`src/rtl/stream_mux_rr_if.sv`:
```
// Handshake bundle for stream_mux_rr: NUM_CH producer lanes in, one merged stream out.
// The slave modport is the mux's view; master is the producers'/consumer's view.
interface stream_mux_rr_if #(
   parameter int NUM_CH = 4,
   parameter int WIDTH  = 8
);
   localparam int SEL_W = (NUM_CH > 2) ? $clog2(NUM_CH) : 1;

   logic [NUM_CH*WIDTH-1:0] in_data;
   logic [NUM_CH-1:0]       in_valid;
   logic [NUM_CH-1:0]       in_ready;
   logic                    mode;
   logic [SEL_W-1:0]        sel;
   logic [WIDTH-1:0]        out_data;
   logic [SEL_W-1:0]        out_ch;
   logic                    out_valid;
   logic                    out_ready;

   modport slave (
      input  in_data, in_valid, mode, sel, out_ready,
      output in_ready, out_data, out_ch, out_valid
   );

   modport master (
      output in_data, in_valid, mode, sel, out_ready,
      input  in_ready, out_data, out_ch, out_valid
   );
endinterface

```
`src/rtl/stream_mux_rr.sv`:
```
// NUM_CH-to-1 valid/ready stream mux with manual or round-robin selection and a
// registered output stage sustaining one beat per cycle.
module stream_mux_rr #(
   parameter int NUM_CH = 4,
   parameter int WIDTH  = 8
) (
   input  logic              clk,
   input  logic              rst_n,
   stream_mux_rr_if.slave    bus
);
   localparam int SEL_W = (NUM_CH > 2) ? $clog2(NUM_CH) : 1;

   logic [NUM_CH-1:0] grant_s;
   logic [SEL_W-1:0]  grant_idx_s;
   logic [WIDTH-1:0]  grant_data_s;
   logic              can_load_s;
   logic              xfer_s;

   logic [SEL_W-1:0]  rr_ptr_r;
   logic [SEL_W-1:0]  rr_ptr_nxt_s;
   logic [WIDTH-1:0]  out_data_r;
   logic [WIDTH-1:0]  out_data_nxt_s;
   logic [SEL_W-1:0]  out_ch_r;
   logic [SEL_W-1:0]  out_ch_nxt_s;
   logic              out_valid_r;
   logic              out_valid_nxt_s;

   // Grant selection: sel-decoded in manual mode, first valid from rr_ptr upward otherwise.
   always_comb begin
      int   idx_s;
      logic hit_s;
      grant_s = '0;
      idx_s   = 0;
      hit_s   = 1'b0;
      if (bus.mode) begin
         for (int k = 0; k < NUM_CH; k++) begin
            idx_s          = int'(rr_ptr_r) + k;
            idx_s          = (idx_s >= NUM_CH) ? (idx_s - NUM_CH) : idx_s;
            grant_s[idx_s] = !hit_s && bus.in_valid[idx_s];
            hit_s          = hit_s || bus.in_valid[idx_s];
         end
      end else begin
         // Out-of-range sel matches no channel, so it yields no grant.
         for (int i = 0; i < NUM_CH; i++) begin
            grant_s[i] = (int'(bus.sel) == i) && bus.in_valid[i];
         end
      end
   end

   // Encode the one-hot grant into a channel index and pick that channel's data.
   always_comb begin
      grant_idx_s  = '0;
      grant_data_s = '0;
      for (int i = 0; i < NUM_CH; i++) begin
         grant_idx_s  = grant_s[i] ? SEL_W'(i) : grant_idx_s;
         grant_data_s = grant_s[i] ? bus.in_data[i*WIDTH +: WIDTH] : grant_data_s;
      end
   end

   assign can_load_s   = !out_valid_r || bus.out_ready;
   assign xfer_s       = (|grant_s) && can_load_s;
   assign bus.in_ready = grant_s & {NUM_CH{can_load_s}};

   // Next-state for the output register and the round-robin pointer.
   always_comb begin
      out_data_nxt_s  = out_data_r;
      out_ch_nxt_s    = out_ch_r;
      out_valid_nxt_s = out_valid_r;
      rr_ptr_nxt_s    = rr_ptr_r;
      if (xfer_s) begin
         out_data_nxt_s  = grant_data_s;
         out_ch_nxt_s    = grant_idx_s;
         out_valid_nxt_s = 1'b1;
      end else if (out_valid_r && bus.out_ready) begin
         out_valid_nxt_s = 1'b0;
      end else begin
         out_valid_nxt_s = out_valid_r;
      end
      if (xfer_s && bus.mode) begin
         rr_ptr_nxt_s = (int'(grant_idx_s) == NUM_CH - 1) ? '0 : (grant_idx_s + SEL_W'(1));
      end else begin
         rr_ptr_nxt_s = rr_ptr_r;
      end
   end

   // State registers; reset drops any held beat and restores channel 0 priority.
   always_ff @(posedge clk or negedge rst_n) begin
      if (!rst_n) begin
         out_data_r  <= '0;
         out_ch_r    <= '0;
         out_valid_r <= 1'b0;
         rr_ptr_r    <= '0;
      end else begin
         out_data_r  <= out_data_nxt_s;
         out_ch_r    <= out_ch_nxt_s;
         out_valid_r <= out_valid_nxt_s;
         rr_ptr_r    <= rr_ptr_nxt_s;
      end
   end

   assign bus.out_data  = out_data_r;
   assign bus.out_ch    = out_ch_r;
   assign bus.out_valid = out_valid_r;
endmodule

```
`src/flat_wrapper.sv`:
```
// flat-port wrapper written by rule: the top's interface ports become plain ports
module stream_mux_rr_flat 
#(
   parameter int NUM_CH = 4,
   parameter int WIDTH  = 8
)
  (clk, rst_n, bus_in_data, bus_in_valid, bus_mode, bus_sel, bus_out_ready, bus_in_ready, bus_out_data, bus_out_ch, bus_out_valid);
  stream_mux_rr_if #(.NUM_CH(NUM_CH), .WIDTH(WIDTH)) bus_i ();
  input  logic clk;
  input  logic rst_n;
  input wire logic [$bits(bus_i.in_data)-1:0] bus_in_data;
  input wire logic [$bits(bus_i.in_valid)-1:0] bus_in_valid;
  input wire logic [$bits(bus_i.mode)-1:0] bus_mode;
  input wire logic [$bits(bus_i.sel)-1:0] bus_sel;
  input wire logic [$bits(bus_i.out_ready)-1:0] bus_out_ready;
  output wire logic [$bits(bus_i.in_ready)-1:0] bus_in_ready;
  output wire logic [$bits(bus_i.out_data)-1:0] bus_out_data;
  output wire logic [$bits(bus_i.out_ch)-1:0] bus_out_ch;
  output wire logic [$bits(bus_i.out_valid)-1:0] bus_out_valid;
  assign bus_i.in_data = bus_in_data;
  assign bus_i.in_valid = bus_in_valid;
  assign bus_i.mode = bus_mode;
  assign bus_i.sel = bus_sel;
  assign bus_i.out_ready = bus_out_ready;
  assign bus_in_ready = bus_i.in_ready;
  assign bus_out_data = bus_i.out_data;
  assign bus_out_ch = bus_i.out_ch;
  assign bus_out_valid = bus_i.out_valid;
  stream_mux_rr #(.NUM_CH(NUM_CH), .WIDTH(WIDTH)) u_core (.clk(clk), .rst_n(rst_n), .bus(bus_i));
endmodule
```
`config.mk`:
```
export PLATFORM = sky130hd
export DESIGN_NAME = stream_mux_rr_flat
export DESIGN_NICKNAME = d
export VERILOG_FILES = /design/src/rtl/stream_mux_rr_if.sv /design/src/rtl/stream_mux_rr.sv /design/src/flat_wrapper.sv
export SDC_FILE = /design/constraint.sdc
export NUM_CORES = 1
export LEC_CHECK = 0
export CORE_UTILIZATION = 44
export CTS_BUF_LIST = sky130_fd_sc_hd__clkbuf_16
export DETAILED_ROUTE_END_ITERATION = 10
export PLACE_DENSITY = 0.83
export SLEW_MARGIN = 10
export SYNTH_ARGS = -nofsm -noshare
export SYNTH_HDL_FRONTEND = slang
export SYNTH_SLANG_ARGS = --single-unit
```
`constraint.sdc`:
```
create_clock -name clk -period 3.65 [get_ports clk]
set_clock_uncertainty 0.1 [all_clocks]
set_input_delay 0.365 -clock clk [delete_from_list [all_inputs] [get_ports clk]]
set_output_delay 0.365 -clock clk [all_outputs]
set_load 0.005 [all_outputs]
```
==> parameters.txt <==
Parameter                              Value

Synth
  Top post-synthesis cells by area ... dfrtp_1, mux2i_1, ha_1, mux4_2, nor2_1
  Cell type with the largest total area after synthesis ... dfrtp_1
  Synth cell types ... 45
  Synth Area per Inst ... 9.59 µm²
  Netlist area before placement ... 1410 µm²
  Async S/R FF share, synth ... 100%
  Predominant post-synthesis flop cell ... dfrtp_1
  Most frequent cell after synthesis ... nor2_1
  List of most frequent post-synthesis cells ... nor2_1, a21oi_1, dfrtp_1, mux2i_1, ha_1
  Part of the Yosys area used for sequential elements ... 23.1%
  Syn. warnings ... 0
  Post-synthesis net count ... 198
  Post-synth top area share ... 23.1%
  Number of synthesized flops with an enable pin ... 0
  Cells after synthesis ... 147
  Yosys reg bits ... 13

Placed design
  Final weighted congestion of routability-driven global placement ... 0.888
  Sum of net half-perimeters after detailed placement ... 3250 µm
  Placement-stage worst setup slack ... 0.225 ns
  I/O Buffers ... 56

Global routing
  Global-route congestion overflow total ... 0
  Maximum number of pins on one net before global-route repair ... 17
  First-pass GRT wire length ... 6290 µm
  All-layer global routing usage ... 24.3%
  Vias in the first global route ... 1393
  Initial antenna violation count ... 0

STA
  Final-layout setup total negative slack ... 0 ns
  Final Hold Violating Endpoints ... 0
  Number of pins with negative max-slew slack in the final report ... 0
  Unrepaired setup endpoints after global routing ... no
  Post-route fraction of the period consumed by the critical path ... 93.9%
  Peak clock frequency supported by timing ... 0.292 GHz
  Headroom to the max-slew limit ... 47.2%
  Slew at the pin closest to its max-slew limit ... 0.773 ns
  Final worst slack ... 0.221 ns
  Final setup violating endpoints ... 0
  Minimum period implied by the final worst setup slack ... 3.43 ns

Worst setup path
  Kind of start point of the critical path ... input pin
  Required time reported for the critical path endpoint ... 3.18 ns
  Critical-path maximum fanout ... 7
  Worst path arrival time ... 2.96 ns
  Path type of the worst setup path ... in -> out
  Critical path endpoint category ... output port

Pwr
  Flop pwr share ... 16.0%
  Cell-internal power ... 0.000963 W
  Switching pwr ... 0.000713 W
  Portion of total power attributed to combinational logic ... 71.9%
  Static leakage power ... 0.843 nW
  Worst vdd rail ir drop ... 0.000711 V
  Clock share of power ... 12.1%
  Switching power share of the total ... 42.6%
  Power density over the cells ... 805 nW/µm²

Outcome
  Outcome ... completed

Clock tree
  TritonCTS clock tree ... done
  Clock-pin slew reported for the worst setup and hold paths after clock tree synthesis ... 0.05 ns
  H-tree levels ... 1
  Num CTS Buffers ... 3
  Post-CTS setup buffer count ... 0
  Number of clock sinks ... 13
  Max Buffers Root-to-Sink ... 2
  Number of gates resized after CTS ... 0
  Clock latency reported for the late side of the worst-skew pair ... 0.24 ns
  Number of hold buffers added after CTS ... 0
  Cell at the root of the clock tree ... clkbuf_16

Detailed routing
  DRC ... 0
  Via-per-instance ratio ... 5.75
  Total via count in the routed design ... 1432
  Average wire per cell in the routed design ... 16.5 µm
  Count of routing violations after the opening detailed-route iteration ... 102
  Pre-Repair DR Iteration Count ... 4
  Routed WL ... 4110 µm
  Number of nets with antenna violations after detailed routing ... 0

Floorplanning
  Total I/O pin count ... 57
  Die Y ... 58.6 µm
  Die Wd ... 58.6 µm
  Standard cell core area ... 3050 µm²
  Number of rows in the core area ... 20
  Starting Density ... 46.2%
  Die Outline Area ... 3440 µm²

Hold path
  Hold Path Class ... in -> async

Flow run
  Total of max-cap violations ... 0

Finish
  Layout Nets ... 257
  Util after Layout ... 68.2%
  Filler cell count ... 252
  Share of final-layout standard cells stronger than drive strength 1 ... 11.7%
  Area growth from synthesis to layout ... 47.6%
  Final antenna diode count ... 0
registers in the layout, indices dropped and copies added (netlist names):
signal and count:
u_core.rr_ptr_r 2, u_core.bus.out_ch 2, u_core.bus.out_valid 1, u_core.bus.out_data 8
per-stage QoR:
stage                     power (W)  hold slack, ns  cells  area [µm²]
after global routing        0.00178           0.456    249        2080
after global placement      0.00141           0.404    245        2000
after floorplan             0.00111         -0.0306    147        1410
after CTS                   0.00168           0.409    249        2080
after detailed placement    0.00145           0.409    245        2000
final                       0.00168           0.391    249        2080
layout by cell type (no fill, tap or decap), drive strengths merged, types with 2 or more instances in the layout:
master / synthesis / routed
nand2b: 3 / 3
nor4: 2 / 2
mux2i: 12 / 12
a211o: 2 / 2
o22a: 8 / 8
a21oi: 15 / 15
nor2b: 5 / 5
clkbuf: 0 / 3
clkdlybuf4s50: 0 / 56
a211oi: 2 / 2
dfrtp: 13 / 13
nand2: 5 / 5
buf: 7 / 5
mux2: 3 / 3
nor4b: 3 / 3
ha: 9 / 9
a41oi: 2 / 2
nor2: 23 / 23
o22ai: 3 / 3
mux4: 4 / 4
inv: 5 / 6
a31oi: 3 / 3
worst paths after layout:
kind	from	end	slack, ns	depth (start not counted)
setup reg to reg	u_core.rr_ptr_r[0]$_DFFE_PN0P_	u_core.rr_ptr_r[1]$_DFFE_PN0P_	0.46	9
hold reg to reg	u_core.bus.out_ch[0]$_DFFE_PN0P_	u_core.bus.out_ch[0]$_DFFE_PN0P_	0.44	1
max in group asynchronous	rst_n	u_core.bus.out_data[3]$_DFFE_PN0P_	2.69	1
hold / removal	rst_n	u_core.bus.out_data[4]$_DFFE_PN0P_	0.39	1
min in group clk	u_core.bus.out_ch[0]$_DFFE_PN0P_	u_core.bus.out_ch[0]$_DFFE_PN0P_	0.44	1
setup / recovery	bus_in_valid[2]	bus_in_ready[2]	0.22	7
power groups by stage:
stage / Combinational [W] / Sequential (W) / Clock (W)
floorplan: 0.000833 / 0.000275 / 0
global placement: 0.00115 / 0.000263 / 0
detailed placement: 0.00119 / 0.000266 / 0
CTS: 0.00121 / 0.000268 / 0.000205
global route: 0.00130 / 0.000275 / 0.000210
finish: 0.00121 / 0.000268 / 0.000203
cell type report:
type,instances,area [µm²],area share [%]
sequential,13,325,15.6
timing repair buffer,61,598,28.7
inverter,5,18.8,0.901
tap,44,55.1,2.64
clock inverter,1,3.75,0.180
clock buffer,3,75.1,3.61
multi-input combinational,122,1010,48.3
critical path, cell delays in order:
cell and delay [ns]:
clkdlybuf4s50_1 0.52, mux4_2 0.64, nor3b_2 0.36, a211oi_1 0.17
a21o_2 0.30, nor2_1 0.10, clkdlybuf4s50_1 0.51
cells by family after synthesis:
logic type / after synthesis / synth area share (%)
AOI/OAI and AO/OA: 45 / 25.8
adders and majority gates: 9 / 7.99
buffers and inverters: 12 / 5.59
DFF: 13 / 23.1
muxes: 19 / 17.6
and+or+nand+nor: 49 / 20.0
routing by layer:
layer	GRT usage (%)	vias to the layer above	share of wire (%)
li1	-	675	-
met2	41.5	43	52
met5	0	-	0
met1	32.5	705	43
met4	9.18	0	1.8
met3	1.54	9	3.7
(Power assumes the default switching activity.)
